===== config.mk =====
export PLATFORM = sky130hd
export DESIGN_NAME = ccff_chain_loader
export DESIGN_NICKNAME = d
export VERILOG_FILES = /design/src/rtl/ccff_loader_pkg.sv /design/src/rtl/ccff_crc8_serial.sv /design/src/rtl/ccff_chain_loader.sv
export SDC_FILE = /design/constraint.sdc
export NUM_CORES = 1
export LEC_CHECK = 0
export CAP_MARGIN = 20
export CELL_PAD_IN_SITES_DETAIL_PLACEMENT = 1
export CELL_PAD_IN_SITES_GLOBAL_PLACEMENT = 1
export CORE_MARGIN = 2
export CORE_UTILIZATION = 41
export DETAILED_ROUTE_END_ITERATION = 6
export PLACE_DENSITY = 0.87
export SYNTH_ARGS = -nofsm -noshare
export SYNTH_HDL_FRONTEND = slang
export SYNTH_HIERARCHICAL = 1
export SYNTH_SLANG_ARGS = --single-unit

===== constraint.sdc =====
create_clock -name prog_clk -period 2 [get_ports prog_clk]
set_input_delay 0.3 -clock prog_clk [delete_from_list [all_inputs] [get_ports prog_clk]]
set_output_delay 0.3 -clock prog_clk [all_outputs]
set_load 0.03 [all_outputs]

===== src/rtl/ccff_loader_pkg.sv =====
// Shared types and CRC-8 helpers for the ccff chain loader.
// The CRC items are only used when CCFF_READBACK_VERIFY_EN is defined.
package ccff_loader_pkg;

  typedef enum logic [2:0] {
    IDLE,
    FETCH,
    SHIFT,
    VERIFY,
    FIN
  } state_t;

  localparam logic [7:0] CRC8_POLY = 8'h07;
  localparam logic [7:0] CRC8_INIT = 8'h00;

  // One step of a serial CRC-8: MSB-first feedback XORed with the new bit.
  function automatic logic [7:0] crc8_bit(input logic [7:0] crc, input logic din);
    logic [7:0] nxt;
    nxt = {crc[6:0], 1'b0};
    if (crc[7] ^ din) nxt = nxt ^ CRC8_POLY;
    return nxt;
  endfunction

endpackage


===== src/rtl/ccff_crc8_serial.sv =====
// Serial CRC-8 accumulator with synchronous clear and bit enable.
module ccff_crc8_serial
  import ccff_loader_pkg::*;
(
  input  logic       prog_clk,
  input  logic       prog_reset,
  input  logic       clear,
  input  logic       en,
  input  logic       din,
  output logic [7:0] crc
);

  // NOTE: sequential state is written only with non-blocking assignments so
  // every flop samples pre-edge values regardless of process ordering.
  always_ff @(posedge prog_clk) begin
    if (prog_reset || clear) crc <= CRC8_INIT;
    else if (en)             crc <= crc8_bit(crc, din);
  end

endmodule


===== src/rtl/ccff_chain_loader.sv =====
// Writer-side ccff loader: streams host words LSB-first into the chain head.
// Define CCFF_READBACK_VERIFY_EN to add the CRC-checked recirculating readback.
module ccff_chain_loader
  import ccff_loader_pkg::*;
#(
  parameter int CHAIN_LEN = 8,
  parameter int WORD_W    = 8
) (
  input  logic              prog_clk,
  input  logic              prog_reset,
  input  logic              start,
  input  logic [WORD_W-1:0] cfg_data,
  input  logic              cfg_valid,
  output logic              cfg_ready,
  output logic              ccff_head,
  output logic              ccff_shift_en,
  input  logic              ccff_tail,
  output logic              busy,
  output logic              done,
  output logic              error
);

  localparam int CNT_W = $clog2(CHAIN_LEN + 1);
  localparam int BIT_W = (WORD_W > 1) ? $clog2(WORD_W) : 1;

  state_t            state, state_nx;
  logic [CNT_W-1:0]  cnt;
  logic [CNT_W-1:0]  cnt_inc;
  logic [BIT_W-1:0]  bit_idx;
  logic [WORD_W-1:0] word_reg;
  logic              chain_full;
  logic              last_word_bit;

  assign cnt_inc       = cnt + 1'b1;
  assign chain_full    = (cnt_inc == CNT_W'(CHAIN_LEN));
  assign last_word_bit = (bit_idx == BIT_W'(WORD_W - 1));

  // NOTE: every combinational output gets a default before the case so no
  // path leaves a signal unassigned and infers a latch.
  always_comb begin
    state_nx      = state;
    cfg_ready     = 1'b0;
    ccff_shift_en = 1'b0;
    ccff_head     = 1'b0;
    busy          = 1'b1;
    done          = 1'b0;
    case (state)
      IDLE: begin
        busy = 1'b0;
        if (start) state_nx = FETCH;
      end
      FETCH: begin
        cfg_ready = 1'b1;
        if (cfg_valid) state_nx = SHIFT;
      end
      SHIFT: begin
        ccff_shift_en = 1'b1;
        ccff_head     = word_reg[0];
`ifdef CCFF_READBACK_VERIFY_EN
        if (chain_full)         state_nx = VERIFY;
`else
        if (chain_full)         state_nx = FIN;
`endif
        else if (last_word_bit) state_nx = FETCH;
      end
`ifdef CCFF_READBACK_VERIFY_EN
      VERIFY: begin
        // Feeding the tail back to the head rotates the chain a full lap.
        ccff_shift_en = 1'b1;
        ccff_head     = ccff_tail;
        if (chain_full) state_nx = FIN;
      end
`endif
      FIN: begin
        done     = 1'b1;
        busy     = 1'b0;
        state_nx = IDLE;
      end
      default: begin
        busy     = 1'b0;
        state_nx = IDLE;
      end
    endcase
  end

  always_ff @(posedge prog_clk) begin
    if (prog_reset) begin
      state    <= IDLE;
      cnt      <= '0;
      bit_idx  <= '0;
      word_reg <= '0;
    end else begin
      state <= state_nx;
      case (state)
        IDLE: if (start) cnt <= '0;
        FETCH: begin
          if (cfg_valid) begin
            word_reg <= cfg_data;
            bit_idx  <= '0;
          end
        end
        SHIFT: begin
          word_reg <= word_reg >> 1;
          bit_idx  <= bit_idx + 1'b1;
          // Counter restarts so the readback pass can reuse it.
          cnt      <= chain_full ? '0 : cnt_inc;
        end
`ifdef CCFF_READBACK_VERIFY_EN
        VERIFY: cnt <= cnt_inc;
`endif
        default: ;
      endcase
    end
  end

`ifdef CCFF_READBACK_VERIFY_EN
  logic [7:0] crc_tx, crc_rx;
  logic       crc_clear;
  logic       error_q;

  assign crc_clear = (state == IDLE) && start;

  ccff_crc8_serial u_crc_tx (
    .prog_clk   (prog_clk),
    .prog_reset (prog_reset),
    .clear      (crc_clear),
    .en         (state == SHIFT),
    .din        (ccff_head),
    .crc        (crc_tx)
  );

  ccff_crc8_serial u_crc_rx (
    .prog_clk   (prog_clk),
    .prog_reset (prog_reset),
    .clear      (crc_clear),
    .en         (state == VERIFY),
    .din        (ccff_tail),
    .crc        (crc_rx)
  );

  // The readback CRC still lacks the final tail bit at the exit edge.
  always_ff @(posedge prog_clk) begin
    if (prog_reset || crc_clear)           error_q <= 1'b0;
    else if (state == VERIFY && chain_full) error_q <= (crc_tx != crc8_bit(crc_rx, ccff_tail));
  end

  assign error = error_q;
`else
  logic unused_tail;
  assign unused_tail = ccff_tail;
  assign error       = 1'b0;
`endif

endmodule


* Word-level counts from Yosys, hierarchy flattened *
Cells that the tools add are included.
Widths: inputs -> output; s select.

storage, ports and cells
  register bits = 18
  input bits = 13
  output and inout port bits = 6
  logic and storage cells = 38

cells by class
  add/sub/neg operators = 2
  eq/ne operators = 8
  multiplexer cells = 17
  reduce and logical (&&, ||, !) cells = 7

operators with widths
  kind                 number
  $pmux 8 s2           1
  $mux 3               5
  $pmux 3 s3           1
  $mux 4               2
  $mux 8               1
  $pmux 4 s2           1
  $eq 3x3->1 const B   2
  $pmux 3 s2           1
  $mux 1               5
  $add 4x1->4 const B  1
  $eq 4x4->1 const B   1
  $ne 2x2->1 const B   2
  $reduce_and 2->1     2
  $reduce_bool 2->1    2
  $add 3x1->3 const B  1
  $eq 3x1->1 const B   1
  $eq 3x2->1 const B   1
  $logic_not 3->1      1
  $ne 3x3->1 const B   1
  $reduce_and 3->1     1
  $reduce_or 2->1      1

* Depth between registers and ports, before layout *
Gate-level depths: netlist of the first run.

  depth after elaboration = 4
  mapped depth = 5
  mapped depth without buffers = 4

* Least setup slack after synthesis of the first run *
No wires, ideal clock.

  kind = reg-to-output
  start point = reg state[2]
  end point = out done
  arrival = 1,382 ps
  data required time = 1,700 ps
  slack = 318 ps
  cell stages (with the launch flop) = 3
  path buffers = 1
  cells stage by stage = dfxtp_1 clkbuf_1 nor3b_1

on the way
  longest elaborated chain between the ends = 2

ends and longest elaborated chain
  what                      line                     RTL
  start: declaration        ccff_chain_loader.sv:26  state_t state, state_nx;
  start signal: assignment  ccff_chain_loader.sv:93  state <= state_nx;
  $eq 3x3->1                ccff_chain_loader.sv:47  case (state)
  $mux 1                    ccff_chain_loader.sv:47
  end: declaration          ccff_chain_loader.sv:19  output logic done,

Every way passes these cells.

* Worst setup path after layout of the first run *
  start point = reg state[0]
  end point = out ccff_head

on the way
  longest elaborated chain between the ends = 2

ends and longest elaborated chain
  what              line                     RTL
  $eq 3x2->1        ccff_chain_loader.sv:47
  $mux 1            ccff_chain_loader.sv:47
  end: declaration  ccff_chain_loader.sv:15  output logic ccff_head,

Every way passes these cells.

==> run_summary.xml, run 1 <==
<?xml version="1.0" encoding="UTF-8"?>
<metrics>
  <group name="status">
    <metric name="run_status" unit="">completed</metric>
  </group>
  <group name="sta">
    <metric name="finalSetupViolations" unit="">0</metric>
    <metric name="grt_setup_unrepaired" unit="">no</metric>
    <metric name="period_share" unit="%">94.9</metric>
    <metric name="fin_skew" unit="ns">0.00495</metric>
    <metric name="clock.fmax" unit="MHz">527</metric>
    <metric name="timing.final.max_slew_violations" unit="">0</metric>
    <metric name="worstMarginPinSlew" unit="ns">0.477</metric>
    <metric name="final.setup.tns" unit="ns">0</metric>
    <metric name="max-slew-margin-rel" unit="%">67.4</metric>
    <metric name="timing.final.crit_period" unit="ns">1.90</metric>
    <metric name="final_hold_viol_count" unit="">0</metric>
  </group>
  <group name="clock_network">
    <metric name="tritoncts" unit="">built</metric>
    <metric name="cts-hold-fix-buffers" unit="">0</metric>
    <metric name="cts-buffers-inserted" unit="">3</metric>
    <metric name="clockRootBuffer" unit="">sky130_fd_sc_hd__clkbuf_4</metric>
    <metric name="post_cts.repair.setup_buffers" unit="">0</metric>
    <metric name="clock_transition_at_path_regs" unit="ns">0.11</metric>
    <metric name="htree_levels" unit="">1</metric>
    <metric name="clock_tree.buffer_depth" unit="">2</metric>
    <metric name="clock_latency_on_the_worst_skew_pair" unit="ns">0.29</metric>
    <metric name="cts_sinks" unit="">18</metric>
  </group>
  <group name="yosys">
    <metric name="synth_nets" unit="">110</metric>
    <metric name="synth.yosys.warnings" unit="">6</metric>
    <metric name="synth_flop_cell" unit="">sky130_fd_sc_hd__dfxtp_1</metric>
    <metric name="synth.area.top_cells" unit="">sky130_fd_sc_hd__dfxtp_1, sky130_fd_sc_hd__o221a_2, sky130_fd_sc_hd__o32a_1</metric>
    <metric name="post_synth.cell_area_avg" unit="um2">9.97</metric>
    <metric name="post_synth_edffs" unit="">0</metric>
    <metric name="synth_largest_type_area_fraction" unit="%">38.5</metric>
    <metric name="seq_area_frac_synth" unit="%">38.5</metric>
    <metric name="netlist_area" unit="um2">937</metric>
    <metric name="synthDominantAreaCellType" unit="">sky130_fd_sc_hd__dfxtp_1</metric>
    <metric name="asyncSetResetFlopFracSynth" unit="%">0</metric>
    <metric name="synth_cell_type_count" unit="">45</metric>
    <metric name="yosys_register_bits" unit="">18</metric>
    <metric name="synth_cells" unit="">94</metric>
  </group>
  <group name="setup_path">
    <metric name="worst_r2r_endpoint" unit="">cnt[2]</metric>
    <metric name="crit_path_max_fanout" unit="">8</metric>
    <metric name="critical_path.reg2reg.startpoint" unit="">state[2]</metric>
    <metric name="worstPathRequired" unit="ns">1.70</metric>
    <metric name="cp.arrival" unit="ns">1.60</metric>
    <metric name="critPathCaptureType" unit="">primary output</metric>
    <metric name="worst-r2r-setup-slack" unit="ns">0.50</metric>
    <metric name="ff2ff_path_depth" unit="">4</metric>
    <metric name="timing.critical_path.from_type" unit="">flop</metric>
    <metric name="worst-setup-path-type" unit="">reg -&gt; out</metric>
  </group>
  <group name="pwr">
    <metric name="power_density" unit="mW/mm2">653</metric>
    <metric name="total_switching_power" unit="mW">0.200</metric>
    <metric name="power.share.sequential" unit="%">51.9</metric>
    <metric name="internal_power" unit="mW">0.561</metric>
    <metric name="power.switching_fraction" unit="%">26.3</metric>
    <metric name="clkPwrFrac" unit="%">29.6</metric>
    <metric name="vdd.ir_drop.worst" unit="V">0.000470</metric>
    <metric name="comb_power_share" unit="%">18.5</metric>
    <metric name="leakage" unit="nW">0.453</metric>
  </group>
  <group name="global_route">
    <metric name="grt_start_max_net_pins" unit="">15</metric>
    <metric name="grt.overflow.total" unit="">0</metric>
    <metric name="grt.total_usage" unit="%">20.3</metric>
    <metric name="antenna_found_initial" unit="">0</metric>
    <metric name="first_global_vias" unit="">841</metric>
    <metric name="grt_first_pass_wirelength" unit="mm">4.00</metric>
  </group>
  <group name="cells_and_area">
    <metric name="final_layout_size_suffix_gt1_share" unit="%">29.2</metric>
    <metric name="fin_area" unit="mm2">0.00117</metric>
    <metric name="synthToLayoutAreaGrowth" unit="%">24.4</metric>
    <metric name="largest_register_ffs" unit="">8</metric>
    <metric name="area_of_combinational_cells_with_multiple_inputs" unit="um2">513</metric>
    <metric name="most-common-layout-cells" unit="">sky130_fd_sc_hd__dfxtp_1, sky130_fd_sc_hd__clkdlybuf4s50_1, sky130_fd_sc_hd__buf_4</metric>
    <metric name="ff_latch_area" unit="um2">363</metric>
    <metric name="commonest_non_fill_non_tap_cell_in_the_layout" unit="">sky130_fd_sc_hd__dfxtp_1</metric>
    <metric name="num-nets-final" unit="">130</metric>
    <metric name="n_fill_cell" unit="">250</metric>
    <metric name="antenna-diode-count" unit="">0</metric>
  </group>
  <group name="min_path">
    <metric name="worst_hold_path.num_cells" unit="">2</metric>
    <metric name="hp-start" unit="">bit_idx[1]</metric>
    <metric name="worst_hold_path_type" unit="">reg -&gt; reg</metric>
    <metric name="hold-path-endpoint" unit="">bit_idx[1]</metric>
  </group>
  <group name="floorplan">
    <metric name="starting_density_of_the_core" unit="%">42.8</metric>
    <metric name="placeableCoreArea" unit="mm2">0.00219</metric>
    <metric name="chipWidth" unit="um">51.8</metric>
    <metric name="chipHeight" unit="um">51.8</metric>
    <metric name="std_cell_rows" unit="">17</metric>
    <metric name="boundaryPins" unit="">19</metric>
    <metric name="design.die.area" unit="mm2">0.00268</metric>
  </group>
  <group name="placement">
    <metric name="globalplace.congestion" unit="">0.851</metric>
    <metric name="dp_hpwl" unit="mm">1.72</metric>
    <metric name="placedInstanceArea" unit="mm2">0.00113</metric>
    <metric name="buffers_added_on_ports" unit="">16</metric>
  </group>
  <group name="detailed_routing">
    <metric name="detail_route.iter0.violations" unit="">10</metric>
    <metric name="route.final.wire_length" unit="mm">2.33</metric>
    <metric name="avgViaCountPerCell" unit="">5.76</metric>
    <metric name="drtAntennaViolNets" unit="">0</metric>
    <metric name="routed-via-count" unit="">812</metric>
    <metric name="post_drt_wl_per_cell" unit="um">16.5</metric>
    <metric name="detail_route.first_pass.iterations" unit="">4</metric>
    <metric name="remaining_drc_errors" unit="">0</metric>
  </group>
  <group name="job">
    <metric name="timing.max_cap.violations" unit="">0</metric>
  </group>
</metrics>
==> how the worst max path moves through the flow <==
stage	startpoint	to	slack (ns)
5_1_grt	state[0]	busy	0.01
3_3_place_gp	state[2]	done	0.33
2_1_floorplan	state[2]	done	0.32
4_1_cts	state[1]	ccff_head	0.04
3_5_place_dp	state[0]	cfg_ready	0.27
6_report	state[0]	ccff_head	0.10
==> metal layers <==
layer	vias to the layer above	GRT usage, %	part of all wire, %
li1	399	-	-
met1	395	26.7	47
met2	16	34.2	49
met3	2	3.74	3.5
met4	0	4.82	0.43
met5	-	0	0
==> layout make-up <==
type	instances	share of cell area, %
multi-input combinational	63	44.0
sequential	18	31.1
tap	28	3.00
timing repair buffer	22	16.7
inverter	6	2.04
clock buffer	4	3.11
==> synth_stat cells, drive strengths merged (2+ instances only) <==
cell type  number
o221a           7
nand3           3
o32a            5
dfxtp          18
or2             2
nand2           5
clkbuf          3
nor2            2
o21ai           4
buf             4
nor3b           2
ha              3
a21oi           4
a211oi          2
o41ai           2
nand3b          3
inv             5
nor3            2
==> cells by family after synthesis <==
logic type / share of synthesized area, %
flip-flops: 38.5
adder cells (fa/ha/maj): 4.01
multiplexers: 1.07
buffers and inverters: 6.81
other: 0.400
AO/OA/AOI/OAI: 31.8
AND/OR/NAND/NOR: 17.5
==> through the flow <==
step	total power [mW]	std cells	hold slack [ns]	worst slack, ns	util (%)
after CTS	0.764	141	0.472	0.0391	53.1
after floorplan	0.487	94	0.432	0.318	-
after detailed placement	0.544	137	0.457	0.266	51.6
after global routing	0.799	141	0.513	0.0126	53.2
final	0.761	141	0.465	0.102	53.2
after global placement	0.537	137	0.441	0.330	51.6
==> what timing repair did <==
item | CTS | global route
gates resized for setup | 2 | 2
endpoints found under the setup margin | 2 | 2
pin swaps | 0 | 0
==> critical path, cell delays in order, from the launching register on <==
cell and delay [ns]:
sky130_fd_sc_hd__dfxtp_1 0.40, sky130_fd_sc_hd__or3b_4 0.47, sky130_fd_sc_hd__clkinv_2 0.15, sky130_fd_sc_hd__and2_1 0.14
sky130_fd_sc_hd__buf_4 0.15
==> power by group through the flow <==
stage / registers, mW / clock network, mW / logic (mW)
2_1_floorplan: 0.397 / 0 / 0.0899
3_3_place_gp: 0.401 / 0 / 0.135
3_5_place_dp: 0.403 / 0 / 0.142
4_1_cts: 0.394 / 0.229 / 0.141
5_1_grt: 0.398 / 0.248 / 0.153
6_report: 0.395 / 0.225 / 0.141
Power figures use the tool's default switching activity.
==> inputs of run 2 (changes only) <==
CORE_UTILIZATION = 34   (was 41)
PLACE_DENSITY = 0.78   (was 0.87)
clock period = 1.5 ns   (was 2 ns; I/O delays follow)
==> run 2 against run 1 <==
The run now ends with setup timing left. Largest cell class unchanged. Non-clock buffer count grew 12. First-iteration DRC count grew to 2.6 times the previous value. Sequential share of layout area shrank 3.7 points.
==> run_summary.xml, run 2 (synthesis results as in run 1) <==
<?xml version="1.0" encoding="UTF-8"?>
<metrics>
  <group name="min_path">
    <metric name="hp-start" unit="">bit_idx[2]</metric>
    <metric name="worst_hold_path.num_cells" unit="">2</metric>
    <metric name="worst_hold_path_type" unit="">reg -&gt; reg</metric>
    <metric name="hold-path-endpoint" unit="">bit_idx[2]</metric>
  </group>
  <group name="floorplan">
    <metric name="design.die.area" unit="mm2">0.00319</metric>
    <metric name="starting_density_of_the_core" unit="%">34.9</metric>
    <metric name="placeableCoreArea" unit="mm2">0.00269</metric>
    <metric name="chipWidth" unit="um">56.5</metric>
    <metric name="boundaryPins" unit="">19</metric>
    <metric name="std_cell_rows" unit="">19</metric>
    <metric name="chipHeight" unit="um">56.5</metric>
  </group>
  <group name="pwr">
    <metric name="vdd.ir_drop.worst" unit="V">0.000602</metric>
    <metric name="post-layout-total-power" unit="mW">1.08</metric>
    <metric name="power.share.sequential" unit="%">48.2</metric>
    <metric name="leakage" unit="nW">0.529</metric>
    <metric name="power.switching_fraction" unit="%">27.7</metric>
    <metric name="total_switching_power" unit="mW">0.300</metric>
    <metric name="comb_power_share" unit="%">22.1</metric>
    <metric name="clkPwrFrac" unit="%">29.7</metric>
    <metric name="power_density" unit="mW/mm2">811</metric>
    <metric name="internal_power" unit="mW">0.782</metric>
  </group>
  <group name="setup_path">
    <metric name="worst-setup-path-type" unit="">reg -&gt; out</metric>
    <metric name="critPathCaptureType" unit="">primary output</metric>
    <metric name="cpPeakStageDelay" unit="ns">0.42</metric>
    <metric name="worst_r2r_endpoint" unit="">word_reg[5]</metric>
    <metric name="cp_cell_sequence" unit="">or3b_4, clkinv_4, and2_4, buf_6</metric>
    <metric name="cell_type_of_the_slowest_stage_on_the_worst_timing_path" unit="">sky130_fd_sc_hd__or3b_4</metric>
    <metric name="ff2ff_path_depth" unit="">5</metric>
    <metric name="timing.critical_path.from_type" unit="">flop</metric>
    <metric name="critical_path.reg2reg.startpoint" unit="">state[2]</metric>
    <metric name="worstPathRequired" unit="ns">1.27</metric>
    <metric name="cp.arrival" unit="ns">1.42</metric>
    <metric name="critical-path-top-delay-family" unit="">simple AND/OR/NAND/NOR gates</metric>
    <metric name="worst_setup_sp" unit="">state[2]</metric>
    <metric name="path_buf_inv" unit="">2</metric>
    <metric name="worst-r2r-setup-slack" unit="ns">0.06</metric>
    <metric name="crit_path_max_fanout" unit="">4</metric>
  </group>
  <group name="cells_and_area">
    <metric name="fin_cells" unit="">156</metric>
    <metric name="synthToLayoutAreaGrowth" unit="%">42.5</metric>
    <metric name="finalCoreUtilization" unit="%">49.7</metric>
    <metric name="antenna-diode-count" unit="">0</metric>
    <metric name="commonest_non_fill_non_tap_cell_in_the_layout" unit="">sky130_fd_sc_hd__buf_4</metric>
    <metric name="num-nets-final" unit="">142</metric>
    <metric name="fin_area" unit="mm2">0.00134</metric>
    <metric name="largest_register_ffs" unit="">8</metric>
    <metric name="most-common-layout-cells" unit="">sky130_fd_sc_hd__buf_4, sky130_fd_sc_hd__dfxtp_1, sky130_fd_sc_hd__clkdlybuf4s50_1</metric>
    <metric name="final_layout_size_suffix_gt1_share" unit="%">41.6</metric>
  </group>
  <group name="job">
    <metric name="timing.max_cap.violations" unit="">0</metric>
  </group>
  <group name="status">
    <metric name="failed_checks" unit="">setup timing</metric>
    <metric name="run_status" unit="">finished with violations</metric>
  </group>
  <group name="global_route">
    <metric name="grt.overflow.total" unit="">0</metric>
    <metric name="grt_first_pass_wirelength" unit="mm">4.42</metric>
    <metric name="first_global_vias" unit="">938</metric>
    <metric name="grt_start_max_net_pins" unit="">13</metric>
    <metric name="grt.total_usage" unit="%">18.3</metric>
    <metric name="antenna_found_initial" unit="">0</metric>
  </group>
  <group name="detailed_routing">
    <metric name="avgViaCountPerCell" unit="">5.70</metric>
    <metric name="route.final.wire_length" unit="mm">2.69</metric>
    <metric name="detail_route.first_pass.iterations" unit="">4</metric>
    <metric name="detail_route.iter0.violations" unit="">26</metric>
    <metric name="post_drt_wl_per_cell" unit="um">17.2</metric>
    <metric name="remaining_drc_errors" unit="">0</metric>
    <metric name="routed-via-count" unit="">889</metric>
    <metric name="drtAntennaViolNets" unit="">0</metric>
  </group>
  <group name="placement">
    <metric name="globalplace.congestion" unit="">0.752</metric>
    <metric name="dp_hpwl" unit="mm">1.84</metric>
    <metric name="dp_worst_setup_slack" unit="ns">-0.0937</metric>
    <metric name="dpl.cell_count" unit="">148</metric>
    <metric name="buffers_added_on_ports" unit="">16</metric>
    <metric name="placedInstanceArea" unit="mm2">0.00121</metric>
  </group>
  <group name="sta">
    <metric name="clock.fmax" unit="MHz">608</metric>
    <metric name="timing.final.max_slew_violations" unit="">0</metric>
    <metric name="grt_setup_unrepaired" unit="">yes</metric>
    <metric name="final_critical_path_setup_slack" unit="ns">-0.144</metric>
    <metric name="period_share" unit="%">110</metric>
    <metric name="final_hold_viol_count" unit="">0</metric>
    <metric name="timing.final.crit_period" unit="ns">1.64</metric>
    <metric name="fin_skew" unit="ns">0.00433</metric>
    <metric name="finalSetupViolations" unit="">3</metric>
  </group>
  <group name="clock_network">
    <metric name="tritoncts" unit="">built</metric>
    <metric name="clock_tree.buffer_depth" unit="">2</metric>
    <metric name="cts_sinks" unit="">18</metric>
    <metric name="clockRootBuffer" unit="">sky130_fd_sc_hd__clkbuf_4</metric>
    <metric name="cts-buffers-inserted" unit="">3</metric>
    <metric name="clock_transition_at_path_regs" unit="ns">0.11</metric>
    <metric name="clock_latency_on_the_worst_skew_pair" unit="ns">0.32</metric>
    <metric name="htree_levels" unit="">1</metric>
  </group>
</metrics>
run 2: metal layers:
| layer | wire, um | global-route usage (%) |
|---|---|---|
| met4 | 46 | 9.52 |
| met2 | 1260 | 29.1 |
| met3 | 122 | 6.22 |
| met5 | 0 | 0 |
| met1 | 1250 | 21.6 |
run 2: per-stage QoR:
step / hold slack [ns] / TNS (ns)
finish: 0.459 / -0.384
global route: 0.491 / -0.556
CTS: 0.464 / -0.391
detailed placement: 0.447 / -0.461
global placement: 0.442 / -0.308
floorplan: 0.405 / -0.0183
run 2: worst reg2reg max path, stage by stage (launching register included):
cell	delay [ns]
sky130_fd_sc_hd__dfxtp_2	0.35
sky130_fd_sc_hd__or3b_4	0.42
sky130_fd_sc_hd__buf_4	0.15
sky130_fd_sc_hd__buf_4	0.15
sky130_fd_sc_hd__o21a_1	0.17
sky130_fd_sc_hd__o221a_2	0.11
run 2: worst max-delay path by stage:
| stage | depth (start not counted) | endpoint | slack [ns] |
|---|---|---|---|
| 2_1_floorplan | 4 | busy | -0.02 |
| 3_3_place_gp | 4 | word_reg[0] | -0.07 |
| 3_5_place_dp | 4 | word_reg[2] | -0.09 |
| 4_1_cts | 4 | ccff_head | -0.14 |
| 5_1_grt | 4 | busy | -0.19 |
| 6_report | 4 | ccff_head | -0.14 |
run 2: final cells by class:
class                   instances  area (um2)
well taps                      31        38.8
inverters                       6        27.5
fillers                       307        1350
clock buffers                   4        36.3
flip-flops and latches         18         365
repair buffers                 34         323
multi-input cells              63         544
run 2: power groups by stage:
stage               sequential (mW)  combinational (mW)  clock (mW)
detailed placement            0.533               0.213           0
global route                  0.525               0.255       0.344
CTS                           0.521               0.236       0.324
global placement              0.531               0.205           0
floorplan                     0.530               0.123           0
finish                        0.521               0.240       0.322
run 2: what timing repair did:
item                       4_1_cts  5_1_grt
setup endpoints to repair        4        8
setup buffers                    4        1
hold buffers                     0        0
pin swaps                        3        1
resized for setup                9        4
